## config.mk

```make
export PLATFORM = sky130hd
export DESIGN_NAME = acc_frame_ctrl
export DESIGN_NICKNAME = d
export VERILOG_FILES = /design/src/rtl/acc_frame_ctrl_pkg.sv /design/src/rtl/acc_frame_ctrl_out.sv /design/src/rtl/acc_frame_ctrl.sv
export SDC_FILE = /design/constraint.sdc
export NUM_CORES = 1
export LEC_CHECK = 0
export BUFFER_PORTS_ARGS = -buffer_cell sky130_fd_sc_hd__clkbuf_2
export CELL_PAD_IN_SITES_DETAIL_PLACEMENT = 1
export CELL_PAD_IN_SITES_GLOBAL_PLACEMENT = 1
export CORE_UTILIZATION = 35
export DETAILED_ROUTE_END_ITERATION = 8
export PLACE_DENSITY = 0.79
export SETUP_SLACK_MARGIN = 0.2
export SLEW_MARGIN = 30
export SYNTH_ARGS = -nofsm -noshare
export SYNTH_HDL_FRONTEND = slang
export SYNTH_SLANG_ARGS = --single-unit
```

## constraint.sdc

```tcl
create_clock -name clk -period 6.7 [get_ports clk]
set_clock_uncertainty 0.2 [all_clocks]
set_input_delay 1.34 -clock clk [delete_from_list [all_inputs] [get_ports clk]]
set_output_delay 1.34 -clock clk [all_outputs]
set_load 0.01 [all_outputs]
```

## src/rtl/acc_frame_ctrl_pkg.sv

```systemverilog
// acc_frame_ctrl_pkg
//   Shared types and constants for the accumulator framing controller.
//   frame_state_e : framing FSM states (IDLE / RUN / FLUSH)
//   *_WIDTH_DEF   : default data, result, length and counter widths
//   MIN_ACC_LEN   : effective frame length used when acc_len is programmed to 0
package acc_frame_ctrl_pkg;

    localparam int DIN_WIDTH_DEF = 16;
    localparam int ACC_WIDTH_DEF = 32;
    localparam int LEN_WIDTH_DEF = 16;
    localparam int CNT_WIDTH_DEF = 32;

    localparam int MIN_ACC_LEN = 1;

    typedef enum logic [1:0] {
        ST_IDLE  = 2'd0,
        ST_RUN   = 2'd1,
        ST_FLUSH = 2'd2
    } frame_state_e;

endpackage

```

## src/rtl/acc_frame_ctrl_out.sv

```systemverilog
// acc_frame_ctrl_out
//   One-entry result register between the accumulator and the readout side.
//   Drops the stale result that follows a fresh start, captures the rest
//   under a valid/ready handshake, flags lost results and counts captures.
// Ports:
//   clk, rst_n        clock, async active-low reset
//   discard_arm       arm the drop-next-result flag
//   acc_dout(_valid)  accumulator result and strobe
//   m_dout, m_valid   captured result / result available
//   m_ready           downstream accept
//   clear_overrun     synchronous clear of overrun (a new loss wins)
//   overrun           sticky lost-result flag
//   frame_cnt         number of captured results, wraps
module acc_frame_ctrl_out
    import acc_frame_ctrl_pkg::*;
#(
    parameter int ACC_WIDTH = ACC_WIDTH_DEF,
    parameter int CNT_WIDTH = CNT_WIDTH_DEF
) (
    input  logic                 clk,
    input  logic                 rst_n,
    input  logic                 discard_arm,
    input  logic [ACC_WIDTH-1:0] acc_dout,
    input  logic                 acc_dout_valid,
    output logic [ACC_WIDTH-1:0] m_dout,
    output logic                 m_valid,
    input  logic                 m_ready,
    input  logic                 clear_overrun,
    output logic                 overrun,
    output logic [CNT_WIDTH-1:0] frame_cnt
);

    logic discard_q;
    logic keep;
    logic capture;
    logic lost;

    assign keep    = acc_dout_valid && !discard_q;
    assign capture = keep && (!m_valid || m_ready);
    assign lost    = keep && m_valid && !m_ready;

    always_ff @(posedge clk or negedge rst_n) begin
        if (!rst_n) begin
            discard_q <= 1'b1;
            m_dout    <= '0;
            m_valid   <= 1'b0;
            overrun   <= 1'b0;
            frame_cnt <= '0;
        end else begin
            // Arming wins over consuming: the stale result always trails the arm.
            if (discard_arm) begin
                discard_q <= 1'b1;
            end else if (acc_dout_valid && discard_q) begin
                discard_q <= 1'b0;
            end

            if (capture) begin
                m_dout    <= acc_dout;
                m_valid   <= 1'b1;
                frame_cnt <= frame_cnt + CNT_WIDTH'(1);
            end else if (m_ready) begin
                m_valid <= 1'b0;
            end

            if (lost) begin
                overrun <= 1'b1;
            end else if (clear_overrun) begin
                overrun <= 1'b0;
            end
        end
    end

endmodule

```

## src/rtl/acc_frame_ctrl.sv

```systemverilog
// acc_frame_ctrl
//   Frames a signed sample stream for the accumulator (registered acc_din,
//   acc_din_valid, acc_done) and hands accumulator results to the readout
//   through a one-entry valid/ready register.
// Ports:
//   clk, rst_n                      clock, async active-low reset
//   din, din_valid                  raw signed samples
//   enable                          run request, sampled at frame boundaries
//   acc_len                         samples per frame (0 behaves as 1)
//   acc_din, acc_din_valid, acc_done  to accumulator
//   acc_dout, acc_dout_valid        from accumulator
//   m_dout, m_valid, m_ready        result handshake
//   overrun, clear_overrun          sticky lost-result flag and its clear
//   frame_cnt                       captured result count
//   busy                            high in RUN or FLUSH
//
// state    | meaning
// ---------+--------------------------------------------------------------
// ST_IDLE  | stopped; first enabled valid sample starts a frame
// ST_RUN   | forwarding samples, counting down to the frame boundary
// ST_FLUSH | one zero word with acc_done to push out the final frame
module acc_frame_ctrl
    import acc_frame_ctrl_pkg::*;
#(
    parameter int DIN_WIDTH = DIN_WIDTH_DEF,
    parameter int ACC_WIDTH = ACC_WIDTH_DEF,
    parameter int LEN_WIDTH = LEN_WIDTH_DEF,
    parameter int CNT_WIDTH = CNT_WIDTH_DEF
) (
    input  logic                 clk,
    input  logic                 rst_n,
    input  logic [DIN_WIDTH-1:0] din,
    input  logic                 din_valid,
    input  logic                 enable,
    input  logic [LEN_WIDTH-1:0] acc_len,
    output logic [DIN_WIDTH-1:0] acc_din,
    output logic                 acc_din_valid,
    output logic                 acc_done,
    input  logic [ACC_WIDTH-1:0] acc_dout,
    input  logic                 acc_dout_valid,
    output logic [ACC_WIDTH-1:0] m_dout,
    output logic                 m_valid,
    input  logic                 m_ready,
    output logic                 overrun,
    input  logic                 clear_overrun,
    output logic [CNT_WIDTH-1:0] frame_cnt,
    output logic                 busy
);

    frame_state_e         state_q, state_d;
    logic [LEN_WIDTH-1:0] rem_q, rem_d;     // samples still to go after the current one
    logic [LEN_WIDTH-1:0] eff_len;
    logic                 fwd_valid, fwd_done, fwd_zero, idle_start;
    logic                 start_q;

    assign eff_len = (acc_len == '0) ? LEN_WIDTH'(MIN_ACC_LEN) : acc_len;

    always_comb begin
        state_d    = state_q;
        rem_d      = rem_q;
        fwd_valid  = 1'b0;
        fwd_done   = 1'b0;
        fwd_zero   = 1'b0;
        idle_start = 1'b0;
        case (state_q)
            ST_IDLE: begin
                if (din_valid && enable) begin
                    fwd_valid  = 1'b1;
                    fwd_done   = 1'b1;
                    idle_start = 1'b1;
                    rem_d      = eff_len - LEN_WIDTH'(1);
                    state_d    = ST_RUN;
                end
            end
            ST_RUN: begin
                if (din_valid) begin
                    if (rem_q == '0) begin
                        if (enable) begin
                            fwd_valid = 1'b1;
                            fwd_done  = 1'b1;
                            rem_d     = eff_len - LEN_WIDTH'(1);
                        end else begin
                            state_d = ST_FLUSH;
                        end
                    end else begin
                        fwd_valid = 1'b1;
                        rem_d     = rem_q - LEN_WIDTH'(1);
                    end
                end
            end
            ST_FLUSH: begin
                fwd_valid = 1'b1;
                fwd_done  = 1'b1;
                fwd_zero  = 1'b1;
                state_d   = ST_IDLE;
            end
            default: state_d = ST_IDLE;
        endcase
    end

    always_ff @(posedge clk or negedge rst_n) begin
        if (!rst_n) begin
            state_q       <= ST_IDLE;
            rem_q         <= '0;
            acc_din       <= '0;
            acc_din_valid <= 1'b0;
            acc_done      <= 1'b0;
            start_q       <= 1'b0;
        end else begin
            state_q       <= state_d;
            rem_q         <= rem_d;
            acc_din       <= fwd_zero ? '0 : din;
            acc_din_valid <= fwd_valid;
            acc_done      <= fwd_done;
            start_q       <= idle_start;
        end
    end

    assign busy = (state_q == ST_RUN) || (state_q == ST_FLUSH);

    // The discard flag is armed while the start word is on the accumulator
    // bus, so it takes effect one cycle later: the result for a preceding
    // flush (which can land in that same cycle) is still captured, and the
    // stale result for the start word (one cycle behind) is dropped.
    acc_frame_ctrl_out #(
        .ACC_WIDTH (ACC_WIDTH),
        .CNT_WIDTH (CNT_WIDTH)
    ) u_out (
        .clk            (clk),
        .rst_n          (rst_n),
        .discard_arm    (start_q),
        .acc_dout       (acc_dout),
        .acc_dout_valid (acc_dout_valid),
        .m_dout         (m_dout),
        .m_valid        (m_valid),
        .m_ready        (m_ready),
        .clear_overrun  (clear_overrun),
        .overrun        (overrun),
        .frame_cnt      (frame_cnt)
    );

endmodule

```

-- Yosys cells after proc, flatten, opt, wreduce, memory -nomap -nowiden
Index checks and enable logic that the tools add are counted.
- eq/ne operators: 7
- reduce and logical (&&, ||, !) cells: 20
- add/sub/neg operators: 3
- mux-type cells: 28
- operator list (kind ; count):
    $mux W16 ; 6
    $add A32 B1 Y32 const B ; 1
    $logic_not A16 Y1 ; 2
    $pmux W16 S2 ; 1
    $sub A16 B1 Y16 const B ; 2
    $mux W1 ; 14
    $mux W2 ; 4
    $ne A2 B2 Y1 const B ; 4
    $reduce_and A4 Y1 ; 2
    $reduce_bool A2 Y1 ; 4
    $logic_and A1 B1 Y1 ; 6
    $pmux W1 S3 ; 2
    $pmux W2 S2 ; 1
    $logic_not A1 Y1 ; 3
    $ne A3 B3 Y1 const B ; 1
    $eq A2 B1 Y1 const B ; 1
    $eq A2 B2 Y1 const B ; 1
    $logic_not A2 Y1 ; 1
    $logic_or A1 B1 Y1 ; 2
- output and inout bits: 85
- register bits after elaboration: 104

-- Logic depth before layout (Yosys ltp)
- word-level depth: 7
- gate-level depth with buffers: 10
- gate-level depth less buffers: 10

-- Cells and area by module
A second synthesis with hierarchy kept.
- cells, all modules: 432
- area, all modules: 5042.3 µm²
- modules (own cells, without submodules) (module ; area an instance (µm²) ; cells an instance ; times used):
    acc_frame_ctrl_out ; 2762.6 ; 197 ; 1
    acc_frame_ctrl ; 2279.7 ; 235 ; 1

-- Worst setup path before layout
OpenSTA, ideal clock, no wires.
- path kind: in2reg
- from: input acc_len[0]
- to: register rem_q[12]
- slack: 3117 ps
- stages on the path: 10
- data arrival time: 3256 ps
- buffers on the path: 0
- required time: 6373 ps
- cell sequence: or4_1 -> nand3b_1 -> nor2_1 -> nor2_1 -> ha_1 -> nor3b_1 -> and4b_1 -> xor2_1 -> a211oi_1 -> a21oi_1
- word-level cells in the longest chain between the ends: 7
- RTL lines (element ; RTL line ; RTL):
    start, declared ; acc_frame_ctrl.sv:35 ; input logic [LEN_WIDTH-1:0] acc_len,
    $logic_not A16 Y1 ; acc_frame_ctrl.sv:56 ; assign eff_len = (acc_len == '0) ? LEN_WIDTH'(MIN_ACC_LEN) : acc_len;
    $mux W16 * ; acc_frame_ctrl.sv:56 ;
    $sub A16 B1 Y16 * ; acc_frame_ctrl.sv:71, acc_frame_ctrl.sv:81 ;
    $mux W16 ; acc_frame_ctrl.sv:78 ; if (enable) begin
    $mux W16 ; acc_frame_ctrl.sv:77 ; if (rem_q == '0) begin
    $mux W16 ; acc_frame_ctrl.sv:76 ; if (din_valid) begin
    $pmux W16 S2 * ; acc_frame_ctrl.sv:65 ; case (state_q)
    end signal, assigned ; acc_frame_ctrl.sv:111 ; rem_q <= rem_d;
    end, declared ; acc_frame_ctrl.sv:51 ; logic [LEN_WIDTH-1:0] rem_q, rem_d;
Every way passes the cells marked *; elsewhere a longest branch is shown, timed or not. The select of a mux whose other input is x is not followed.
A chain may end at the register's enable or synchronous reset.

-- Worst setup path after layout
Same ends and word-level chain as after synthesis.

==> out/qor.yml <==
status: "complete, no violations"
io_pins: 156
slew_headroom_pct: 38.9
leakage_nw: 2.89
fin_cells: 757
slowest_stage: "or4_1"
portBuffers: 155
placed_area_um2: 5830
die_h_um: 120
vias_per_cell: 5.12
drc: 0
die_area_um2: 14400
cts.sinks: 104
num_vias: 3876
max_stage_delay_ns: 0.59
antenna_found_initial: 0
final_cell_area_um2: 6160
ys_ff_latch: 104
dp_cells: 742
track_usage_pct: 17.8
syn_nets: 505
tns_ns: 0
worstSetupPathType: "in2reg"
critPathRequiredTime_ns: 6.77
finalCritPeriodShare_pct: 54.2
wl_per_cell_um: 16.3
synth_warnings: 0
synth_ff_type: "dfrtp_1"
power_density_nw_per_um2: 337
die_w_um: 120
antenna_left: 0
final_max_slew_viol_count: 0
cts-root-buf: "clkbuf_16"
startpoint_type: "primary input"
clk_pin_slew_ns: 0.07
arrival_ns: 3.70
tritoncts: "yes"
path_cells: "clkbuf_2 -> or4_1 -> nand3b_1 -> nor2_1 -> nor2_1 -> ha_1 -> nor3b_1 -> and4b_1 -> xor2_1 -> o211ai_1 -> a21oi_1"
syn_to_final_growth_pct: 26.1
gp_congestion: 0.812
synth_cells: 427
fin_crit_ns: 3.63
utilization_pct: 45.8
num_rows: 42
crit_top_cell: "nor2_1"
cts-buffers-inserted: 9
max_freq_ghz: 0.276
synth_top_cell_by_area: "dfrtp_1"
drt-total-wl_um: 12300
postSynth.asyncResetShare_pct: 100
seq_area_frac_synth_pct: 53.3
synth_commonest_cells: "dfrtp_1 (103), mux2_2 (34), xnor2_1 (27), nand2_1 (24), nor2b_1 (18)"
clk_latency_ns: 0.35
drv_cap: 0
cts-resized-gates: 0
dp.final_hpwl_um: 9240
initial_core_util_pct: 36.3
rsz0062_at_grt: "no"
end_kind: "flip-flop"
layout.nets: 656
r2r_slack_ns: 3.41
grt_pass1_wl_um: 20500
grt_max_degree: 64
ff2ff_path_depth: 5
fin_hold_ws_ns: 0.242
overflow: 0
final_hold_viol_count: 0
holdBufCountCts: 0
yosys-top-cells-area: "dfrtp_1 (53%), mux2_2 (7.8%), xnor2_1 (4.8%)"
core_um2: 13500
synth.distinct_cells: 58
drt_pass1_iterations: 4
ir_worst_vdd_mv: 0.120
holdCritPathClass: "reg2reg"
htreeDepth: 3
synth_area_per_cell_um2: 11.4
setup_viol: 0
antennaDiodeCount: 0
path_max_fanout: 5
worst_pin_slew_ns: 0.916
drive_gt1_share_pct: 36.8
cts_setup_buffers: 0
drt_iter0_drc: 155
syn_area_um2: 4890
hold_depth: 1
clock_path_buffers: 2
yosysMostFrequentCell: "dfrtp_1"
synth_edf_count: 0
synth_top_area_share_pct: 52.7
grt_pass1_vias: 4083
[kinds of logic after synthesis]
family,share of synthesized area (%)
compound gates,9.04
xor+xnor,7.35
fa+ha+maj,1.79
buf+inv,2.82
flops,53.3
mux,9.47
simple gates,16.3
[sequential cells by signal, summed over array words and instances, names as in the netlist]
| name | count |
|---|---|
| u_out.overrun | 1 |
| u_out.m_dout | 32 |
| state_q | 2 |
| u_out.frame_cnt | 32 |
| start_q | 1 |
| acc_done | 1 |
| u_out.m_valid | 1 |
| acc_din_valid | 1 |
| acc_din | 16 |
| u_out.discard_q | 1 |
| rem_q | 16 |
[cell usage in the layout (no fill, tap or decap), drive strengths merged, types with 5 or more instances in the layout]
master / netlist / final
ha: 7 / 7
nand2: 24 / 24
o21ai: 16 / 16
xnor2: 27 / 27
mux2i: 8 / 8
mux2: 34 / 34
nor2b: 18 / 18
a22o: 6 / 6
nor4: 6 / 6
inv: 13 / 13
nand3: 13 / 13
nor4b: 5 / 5
a21oi: 9 / 9
or4: 5 / 5
nor2: 16 / 16
nand4: 11 / 11
clkbuf: 11 / 165
nor3: 17 / 17
xor2: 14 / 14
and3: 5 / 5
dfrtp: 103 / 103
[layout make-up]
type	count	area, um2
clock buffers	11	233
multi-input cells	292	2170
inverters	14	52.6
flip-flops and latches	104	2600
repair buffers	157	813
well taps	176	220
clock inverters	3	68.8
fillers	1535	7290
[power by group]
part           leakage (nW)  internal [W]  switching, W
Clock                 0.146      0.000325      0.000228
Combinational          1.46      0.000283      0.000326
Sequential             1.28      0.000783      0.000134
Total                  2.89       0.00139      0.000689
[critical path, delay by kind of cell]
kind | cells | cell delay (ns)
compound gates | 2 | 0.32
xor+xnor | 1 | 0.20
fa+ha+maj | 1 | 0.21
buf+inv | 1 | 0.10
simple gates | 6 | 1.52
[per-stage QoR]
step,worst slack (ns),power [W]
after floorplan,3.12,0.00129
after global placement,2.83,0.00149
after detailed placement,2.70,0.00154
after CTS,3.07,0.00209
after global routing,2.89,0.00220
final,3.07,0.00208
[path summary, 6_finish.rpt]
path	start	endpoint
setup / recovery	acc_len[0]	rem_q[12]
hold / removal	start_q	u_out.discard_q
setup reg to reg	rem_q[6]	rem_q[9]
hold reg to reg	start_q	u_out.discard_q
max in group asynchronous	rst_n	u_out.m_dout[21]
min in group asynchronous	rst_n	u_out.frame_cnt[10]
[routing by layer]
metal  global-route usage, %  up-vias  share of wire, %
met4                    6.72        0               1.7
met1                    22.0     1921                44
li1                        -     1826                 -
met2                    30.7      111                50
met5                       0        -                 0
met3                    3.25       18               4.3
Power figures use the tool's default switching activity.
